[src/rtl/bus_protocol_pkg.sv]
// Shared types and constants for the dValid/dAck byte-bus target.
package bus_protocol_pkg;

    localparam int unsigned DATA_W  = 8;
    localparam int unsigned ACK_MAX = 3;

    typedef enum logic [1:0] {
        IDLE,
        WAIT,
        ACK,
        DONE
    } state_t;

endpackage

[src/rtl/bus_protocol_fifo.sv]
// Show-ahead FIFO: the head entry is presented whenever the FIFO is not empty.
// A push while full is accepted only when a pop happens in the same cycle.
module bus_protocol_fifo #(
    parameter int unsigned DEPTH  = 4,
    parameter int unsigned DATA_W = 8
) (
    input  logic              clk,
    input  logic              reset,
    input  logic              push,
    input  logic [DATA_W-1:0] push_data,
    input  logic              pop,
    output logic [DATA_W-1:0] pop_data,
    output logic              full,
    output logic              empty
);

    localparam int unsigned AW = $clog2(DEPTH);
    localparam logic [AW:0] FULL_CNT = (AW+1)'(DEPTH);

    logic [DATA_W-1:0] mem [DEPTH];
    logic [AW:0]       wr_ptr;
    logic [AW:0]       rd_ptr;
    logic [AW:0]       count;
    logic              do_push;
    logic              do_pop;

    assign count    = wr_ptr - rd_ptr;
    assign full     = (count == FULL_CNT);
    assign empty    = (count == '0);
    assign do_pop   = pop && !empty;
    assign do_push  = push && (!full || do_pop);
    assign pop_data = empty ? '0 : mem[rd_ptr[AW-1:0]];

    // Pointer update; extra MSB distinguishes full from empty and wraps freely.
    always_ff @(posedge clk) begin
        if (reset) begin
            wr_ptr <= '0;
            rd_ptr <= '0;
        end else begin
            if (do_push) wr_ptr <= wr_ptr + 1'b1;
            if (do_pop)  rd_ptr <= rd_ptr + 1'b1;
        end
    end

    // Storage write; a write during reset is harmless since wr_ptr does not advance.
    always_ff @(posedge clk) begin
        if (do_push) mem[wr_ptr[AW-1:0]] <= push_data;
    end

endmodule

[src/rtl/bus_protocol_target.sv]
// Target end of the dValid/dAck byte bus: edge-detects each transfer, returns
// a one-cycle registered dAck, and buffers the byte in a show-ahead FIFO.
// Optional build macro BUS_TARGET_ERR_EN compiles in the sticky error flags;
// without it err_abort/err_hold/err_overflow are tied low.
module bus_protocol_target
    import bus_protocol_pkg::*;
#(
    parameter int unsigned DEPTH     = 4,
    parameter int unsigned ACK_DELAY = 1
) (
    input  logic              clk,
    input  logic              reset,
    input  logic              dValid,
    input  logic [DATA_W-1:0] data,
    output logic              dAck,
    output logic              out_valid,
    input  logic              out_ready,
    output logic [DATA_W-1:0] out_data,
    output logic              err_abort,
    output logic              err_hold,
    output logic              err_overflow
);

    localparam logic [1:0] ACK_D = 2'(ACK_DELAY);
    localparam logic [1:0] ACK_M = 2'(ACK_MAX);

    state_t     state;
    logic [1:0] cnt;
    logic [1:0] next_cnt;
    logic       go_ack;
    logic       dValid_q;
    logic       start;
    logic       fifo_full;
    logic       fifo_empty;
    logic       push;

    assign start     = dValid && !dValid_q;
    assign push      = (state == ACK);
    assign out_valid = !fifo_empty;

    // next_cnt is the cycle index (relative to start) that the coming edge opens;
    // dAck is registered, so the decision for cycle d is taken at the end of d-1.
    assign next_cnt = (state == IDLE) ? 2'd1 : cnt + 2'd1;
    assign go_ack   = ((next_cnt >= ACK_D) && !fifo_full) || (next_cnt == ACK_M);

    // Previous dValid; resets high so a transfer in flight at reset is ignored.
    always_ff @(posedge clk) begin
        if (reset) dValid_q <= 1'b1;
        else       dValid_q <= dValid;
    end

    // Transfer FSM with registered dAck.
    always_ff @(posedge clk) begin
        if (reset) begin
            state <= IDLE;
            cnt   <= '0;
            dAck  <= 1'b0;
        end else begin
            case (state)
                IDLE: begin
                    if (start) begin
                        cnt <= 2'd1;
                        if (go_ack) begin
                            state <= ACK;
                            dAck  <= 1'b1;
                        end else begin
                            state <= WAIT;
                        end
                    end
                end
                WAIT: begin
                    if (!dValid) begin
                        state <= IDLE;
                    end else if (go_ack) begin
                        state <= ACK;
                        dAck  <= 1'b1;
                    end else begin
                        cnt <= next_cnt;
                    end
                end
                ACK: begin
                    dAck  <= 1'b0;
                    state <= DONE;
                end
                DONE: begin
                    state <= IDLE;
                end
                default: begin
                    state <= IDLE;
                    dAck  <= 1'b0;
                end
            endcase
        end
    end

    bus_protocol_fifo #(
        .DEPTH  (DEPTH),
        .DATA_W (DATA_W)
    ) u_fifo (
        .clk       (clk),
        .reset     (reset),
        .push      (push),
        .push_data (data),
        .pop       (out_ready),
        .pop_data  (out_data),
        .full      (fifo_full),
        .empty     (fifo_empty)
    );

`ifdef BUS_TARGET_ERR_EN
    logic abort_evt;
    logic hold_evt;
    logic ovf_evt;

    assign abort_evt = (state == WAIT) && !dValid;
    assign hold_evt  = (state == DONE) && dValid;
    assign ovf_evt   = (state == ACK) && fifo_full && !(out_ready && out_valid);

    // Sticky protocol-violation flags, cleared only by reset.
    always_ff @(posedge clk) begin
        if (reset) begin
            err_abort    <= 1'b0;
            err_hold     <= 1'b0;
            err_overflow <= 1'b0;
        end else begin
            if (abort_evt) err_abort    <= 1'b1;
            if (hold_evt)  err_hold     <= 1'b1;
            if (ovf_evt)   err_overflow <= 1'b1;
        end
    end
`else
    assign err_abort    = 1'b0;
    assign err_hold     = 1'b0;
    assign err_overflow = 1'b0;
`endif

endmodule
[config.mk]
export PLATFORM = sky130hd
export DESIGN_NAME = bus_protocol_target
export DESIGN_NICKNAME = d
export VERILOG_FILES = /design/src/rtl/bus_protocol_pkg.sv /design/src/rtl/bus_protocol_fifo.sv /design/src/rtl/bus_protocol_target.sv
export SDC_FILE = /design/constraint.sdc
export NUM_CORES = 1
export LEC_CHECK = 0
export BUFFER_PORTS_ARGS = -buffer_cell sky130_fd_sc_hd__buf_2
export CAP_MARGIN = 20
export CORE_UTILIZATION = 36
export DETAILED_ROUTE_END_ITERATION = 6
export GPL_ROUTABILITY_DRIVEN = 0
export HOLD_SLACK_MARGIN = 0.06
export PLACE_DENSITY = 0.55
export SYNTH_ARGS = -nofsm -noshare
export SYNTH_HDL_FRONTEND = slang
export SYNTH_HIERARCHICAL = 1
export SYNTH_SLANG_ARGS = --single-unit
[constraint.sdc]
create_clock -name clk -period 2.2 [get_ports clk]
set_input_delay 0 -clock clk [delete_from_list [all_inputs] [get_ports clk]]
set_output_delay 0 -clock clk [all_outputs]
set_load 0.005 [all_outputs]
# Yosys cells after proc, flatten, opt, wreduce, memory -nomap -nowiden
# Memories as Yosys holds them, arrays and structs flattened. A register that Yosys moved wholly into a read port is not among the register bits.
# Index checks and enable logic that the tools add are counted.
# classes
n_eq_ne	9
div	0
multipliers	0
n_reduce_logical	16
bitwise	0
add_sub_neg	4
magnitude_cmp	1
muxes	19
shifts	0
# op_table
cell	n
$mux W2	10
$mux W8	1
$pmux W2 S4	1
$add A3 B1 Y3 const B	2
$eq A2 B2 Y1 const B	3
$ne A2 B2 Y1 const B	3
$mux W1	5
$logic_and A1 B1 Y1	4
$pmux W2 S2	1
$reduce_and A4 Y1	1
$eq A3 B3 Y1 const B	1
$logic_not A1 Y1	3
$logic_not A3 Y1	1
$ne A3 B3 Y1 const B	1
$pmux W1 S3	1
$reduce_and A3 Y1	1
$reduce_bool A3 Y1	1
$sub A3 B3 Y3	1
$add A2 B1 Y2 const B	1
$eq A2 B1 Y1 const B	1
$ge A2 B1 Y1 const B	1
$logic_not A2 Y1	1
$logic_or A1 B1 Y1	2
$reduce_and A2 Y1	1
$reduce_bool A2 Y1	1
# totals
latchBits	0
in_bits	12
out_inout_bits	13
mem_bits_ro	0
word_cells	56
ramBits	32
reg_bits	12
memories	1
# mem_list
name	words	width	read_ports	rd_ports_with_merged_regs	wr	line_no	source
u_fifo.mem	4	8	1	1	1	bus_protocol_fifo.sv:20	logic [DATA_W-1:0] mem [DEPTH];

# Longest topological paths before layout
# logic_depth
depth_word	8
ltp_mapped	8
depth_no_buf	8

# Modules after synthesis
# Netlist, hierarchy kept.
# modules_own_cells
module	seq_area_each_um2	n_inst	area_each_um2	cells_each
bus_protocol_fifo	1121.1	1	1778.0	118
bus_protocol_target	120.1	1	321.6	39

# Least setup slack after synthesis
# OpenSTA, ideal clock, no wires.
# synth_path
path_kind	reg2reg
start	register u_fifo.wr_ptr[0]
end	register state[0]
path_buffers	0
setup_ns	0.074
arrival_time_ns	1.940
period_less_slack_ns	2.014
required_time_ns	2.126
path_slack_ns	0.186
path_stages_with_launch	9
path_cell_list	dfxtp_1 > inv_1 > ha_1 > nor2b_1 > xnor2_1 > nor2_1 > inv_1 > or4_1 > a31oi_1
# synth_between
elab_chain_cells	8
elab_cells_between_ends	10
classes_between	add/sub (1); eq/ne (2); mux (3); reduce/logical (4)
# synth_rtl
element	line_no	source
from (decl)	bus_protocol_fifo.sv:21	logic [AW:0] wr_ptr;
from (signal assigned)	bus_protocol_fifo.sv:40	if (do_push) wr_ptr <= wr_ptr + 1'b1;
$sub A3 B3 Y3 *	bus_protocol_fifo.sv:27	assign count = wr_ptr - rd_ptr;
$eq A3 B3 Y1 *	bus_protocol_fifo.sv:28	assign full = (count == FULL_CNT);
net fifo_full	bus_protocol_target.sv:33	logic fifo_full;
$logic_not A1 Y1 *	bus_protocol_target.sv:44	assign go_ack = ((next_cnt >= ACK_D) && !fifo_full) || (next_cnt == ACK_M);
$logic_and A1 B1 Y1 *	bus_protocol_target.sv:44	
$logic_or A1 B1 Y1 *	bus_protocol_target.sv:44	
$mux W2	bus_protocol_target.sv:63	if (go_ack) begin
$mux W2	bus_protocol_target.sv:61	if (start) begin
$pmux W2 S4	bus_protocol_target.sv:59	case (state)
to (signal assigned)	bus_protocol_target.sv:64	state <= ACK;
to (signal assigned)	bus_protocol_target.sv:67	state <= WAIT;
to (signal assigned)	bus_protocol_target.sv:73	state <= IDLE;
to (decl)	bus_protocol_target.sv:27	state_t state;
# The timed path passes the listed nets; every way through them passes the cells marked *. The select of a mux whose other input is x is not followed.
# A chain may end at the register's enable or synchronous reset.

# Worst setup path after layout
# Same ends and word-level chain as after synthesis.

==> flow_summary_export.csv <==
group,metric,value,unit
worst_hold_path,hp-class,"in -> reg",
place,port_buffers,21,
die,rows,27,
sta,final.period_utilization,0.915,
sta,setup_ws,187,ps
job,drv_cap,0,
grt,grt_max_degree,23,
die,start_util,0.377,
detailed_routing,drc_errors,0,
cts,cts_setup_buffers,0,
die,core_area,5570,sq um
sta,rsz0062_at_grt,"false",
synth,synthArstFlopShare,0,
finish,layout.cells.non_filler,265,
cts,htree_levels,2,
finish,num-fill-cells,516,
place,dp_hpwl,2560,microns
place,placed_cells,248,
synth,syn_avg_cell_area,13.4,sq um
power,ir_drop,0.291,mV
worst_setup_path,crit_type,"reg -> reg",
worst_setup_path,worstPathArrival,2230,ps
worst_setup_path,critical_path_required,2410,ps
worst_setup_path,critPathMaxFanout,6,
detailed_routing,num_vias,1274,
finish,diodes,0,
detailed_routing,final_antenna_net_count,0,
synth,synthFlopType,"edfxtp_1",
finish,drive_gt1_frac,0.244,
cts,cts_buffers,5,
sta,final_max_slew_viol_count,0,
grt,overflow,0,
die,die_width,78.4,microns
finish,fin_nets,211,
die,dieArea,6140,sq um
grt,grt_usage,0.128,
worst_setup_path,crit_path_end_kind,"flop",
cts,clock_latency,280,ps
grt,grt_pass1_vias,1305,
detailed_routing,vias_per_cell,4.81,
synth,netlist_area,2100,sq um
synth,ys_seq_area_frac,0.591,
synth,synth-seq-cells,46,
detailed_routing,drtIter0Drc,39,
detailed_routing,wirelength,3540,microns
cts,clock-sinks,46,
detailed_routing,routedWlPerCell,13.3,microns
sta,hold_viol_final,0,
cts,clockBufferDepth,2,
place,dpl_cell_area,2310,sq um
cts,cts_tree,"done",
synth,synth_cell_type_count,40,
detailed_routing,dr.pass1.iters,4,
sta,finalSetupTns,0,ps
worst_setup_path,crit_path_start_kind,"flop",
cts,cts_root_buf,"clkbuf_8",
finish,syn2layout_area_growth,19.8,%
grt,antenna_found_initial,0,
power,p_leak,0.902,nW
power,powerDensity,882,nW/um^2
synth,synthCells,157,
sta,worstMarginPinSlew,534,ps
sta,fin_worst_skew,5.17,ps
die,top_level_ports,25,
sta,layout_min_cycle_time,2010,ps
power,finalPower,2.22,mW
sta,slew-limit-headroom,0.643,
die,fp.dieH,78.4,microns
place,pre_cts_slack,144,ps
cts,clkSlewWorstSetupHoldPaths,80,ps
outcome,outcome,"complete, no violations",
synth,yosys_warnings,6,
sta,fmax,497,MHz
sta,setup_viol,0,
finish,final_area,2520,sq um
grt,grt_pass1_wl,6020,microns
synth,synth_edf_count,32,
-- power breakdown --
group	total [mW]	internal, mW	switching, mW
logic	0.585	0.301	0.283
registers	1.04	0.977	0.0613
clock network	0.595	0.339	0.256
-- per-layer routing --
layer | vias to the layer above | GRT usage | wire [microns]
met1 | 607 | 0.156 | 1630
met5 | - | 0 | 0
met3 | 2 | 0.0326 | 99
met4 | 0 | 0.0389 | 15
li1 | 644 | - | -
met2 | 21 | 0.224 | 1790
-- path summary, 6_finish.rpt --
kind | start | to | slack [ps] | cells past startpoint
setup / recovery | u_fifo/wr_ptr[0] | state[0] | 190 | 8
hold / removal | out_ready | u_fifo/wr_ptr[0] | 70 | 3
setup reg to reg | u_fifo/wr_ptr[0] | state[0] | 190 | 8
hold reg to reg | dAck | dAck | 460 | 2
-- final cells by class --
class	instances	area, sq um	share of cell area
clock buffer	6	72.6	0.0288
tap	72	90.1	0.0358
clock inverter	2	37.5	0.0149
multi-input combinational	96	787	0.313
inverter	8	30.0	0.0119
timing repair buffer	35	258	0.102
sequential	46	1240	0.493
-- stage by stage --
| stage | hold WS, ps | utilization |
|---|---|---|
| final | 72.1 | 0.451 |
| after global routing | 91.0 | 0.451 |
| after CTS | 62.9 | 0.450 |
| after detailed placement | 223 | 0.414 |
| after global placement | 217 | 0.414 |
| after floorplan | 69.1 | - |
-- worst max-delay path, stage by stage (launching register included) --
cell and delay [ps]:
dfxtp_1 390, inv_1 130, ha_1 220, nor2b_1 150, xnor2_2 150, nor2_1 150, inv_1 70, or4_1 510
a31oi_1 160
-- cells in the mapped netlist (all sizes together) (2+ instances only) --
library cell / number / share of area
a21oi: 6 / 0.016
a31oi: 3 / 0.0089
and2: 6 / 0.018
buf: 6 / 0.021
clkbuf: 3 / 0.0054
dfxtp: 14 / 0.13
edfxtp: 32 / 0.46
ha: 7 / 0.042
inv: 8 / 0.014
mux2: 3 / 0.016
mux4: 8 / 0.086
nand2: 7 / 0.013
nand2b: 6 / 0.018
nand4: 2 / 0.0060
nor2: 6 / 0.011
nor2b: 16 / 0.048
nor3: 2 / 0.0048
o2111ai: 2 / 0.0083
o311ai: 3 / 0.013
or4: 3 / 0.011
-- registers in the layout, indices dropped and copies added, names as in the netlist, named ones only --
name and count:
u_fifo/rd_ptr 3, u_fifo/wr_ptr 3, state 2, dAck 1, u_fifo/mem 32, dValid_q 1
cnt 2
-- cell usage in the layout (no fill, tap or decap), types with 5 or more instances in the layout --
master | Yosys | layout
dfxtp_1 | 14 | 14
nor2b_1 | 16 | 16
a21oi_1 | 5 | 5
buf_2 | 0 | 21
ha_1 | 7 | 7
edfxtp_1 | 32 | 32
dlygate4sd3_1 | 0 | 9
and2_1 | 5 | 5
clkbuf_8 | 0 | 5
nand2b_1 | 6 | 6
mux4_2 | 8 | 8
inv_1 | 8 | 8
nand2_1 | 7 | 7
nor2_1 | 6 | 6
-- cells by family (layout without fill, tap and decap cells) --
logic type,after synthesis,after routing,synth area share
DFF,46,46,0.591
muxes,12,12,0.107
AOI/OAI and AO/OA,20,20,0.0679
and+or+nand+nor,52,52,0.141
xor gates and xnor gates,2,2,0.00834
buffers and inverters,17,51,0.0411
other,1,3,0.00179
adders and majority gates,7,7,0.0417
-- repair_timing --
| action | 4_1_cts | 5_1_grt |
|---|---|---|
| endpoints found under the hold margin | 33 | 0 |
| setup endpoints to repair | 0 | 17 |
| hold buffers | 9 | 0 |
| gates resized for setup | 0 | 1 |
(Power assumes the default switching activity.)
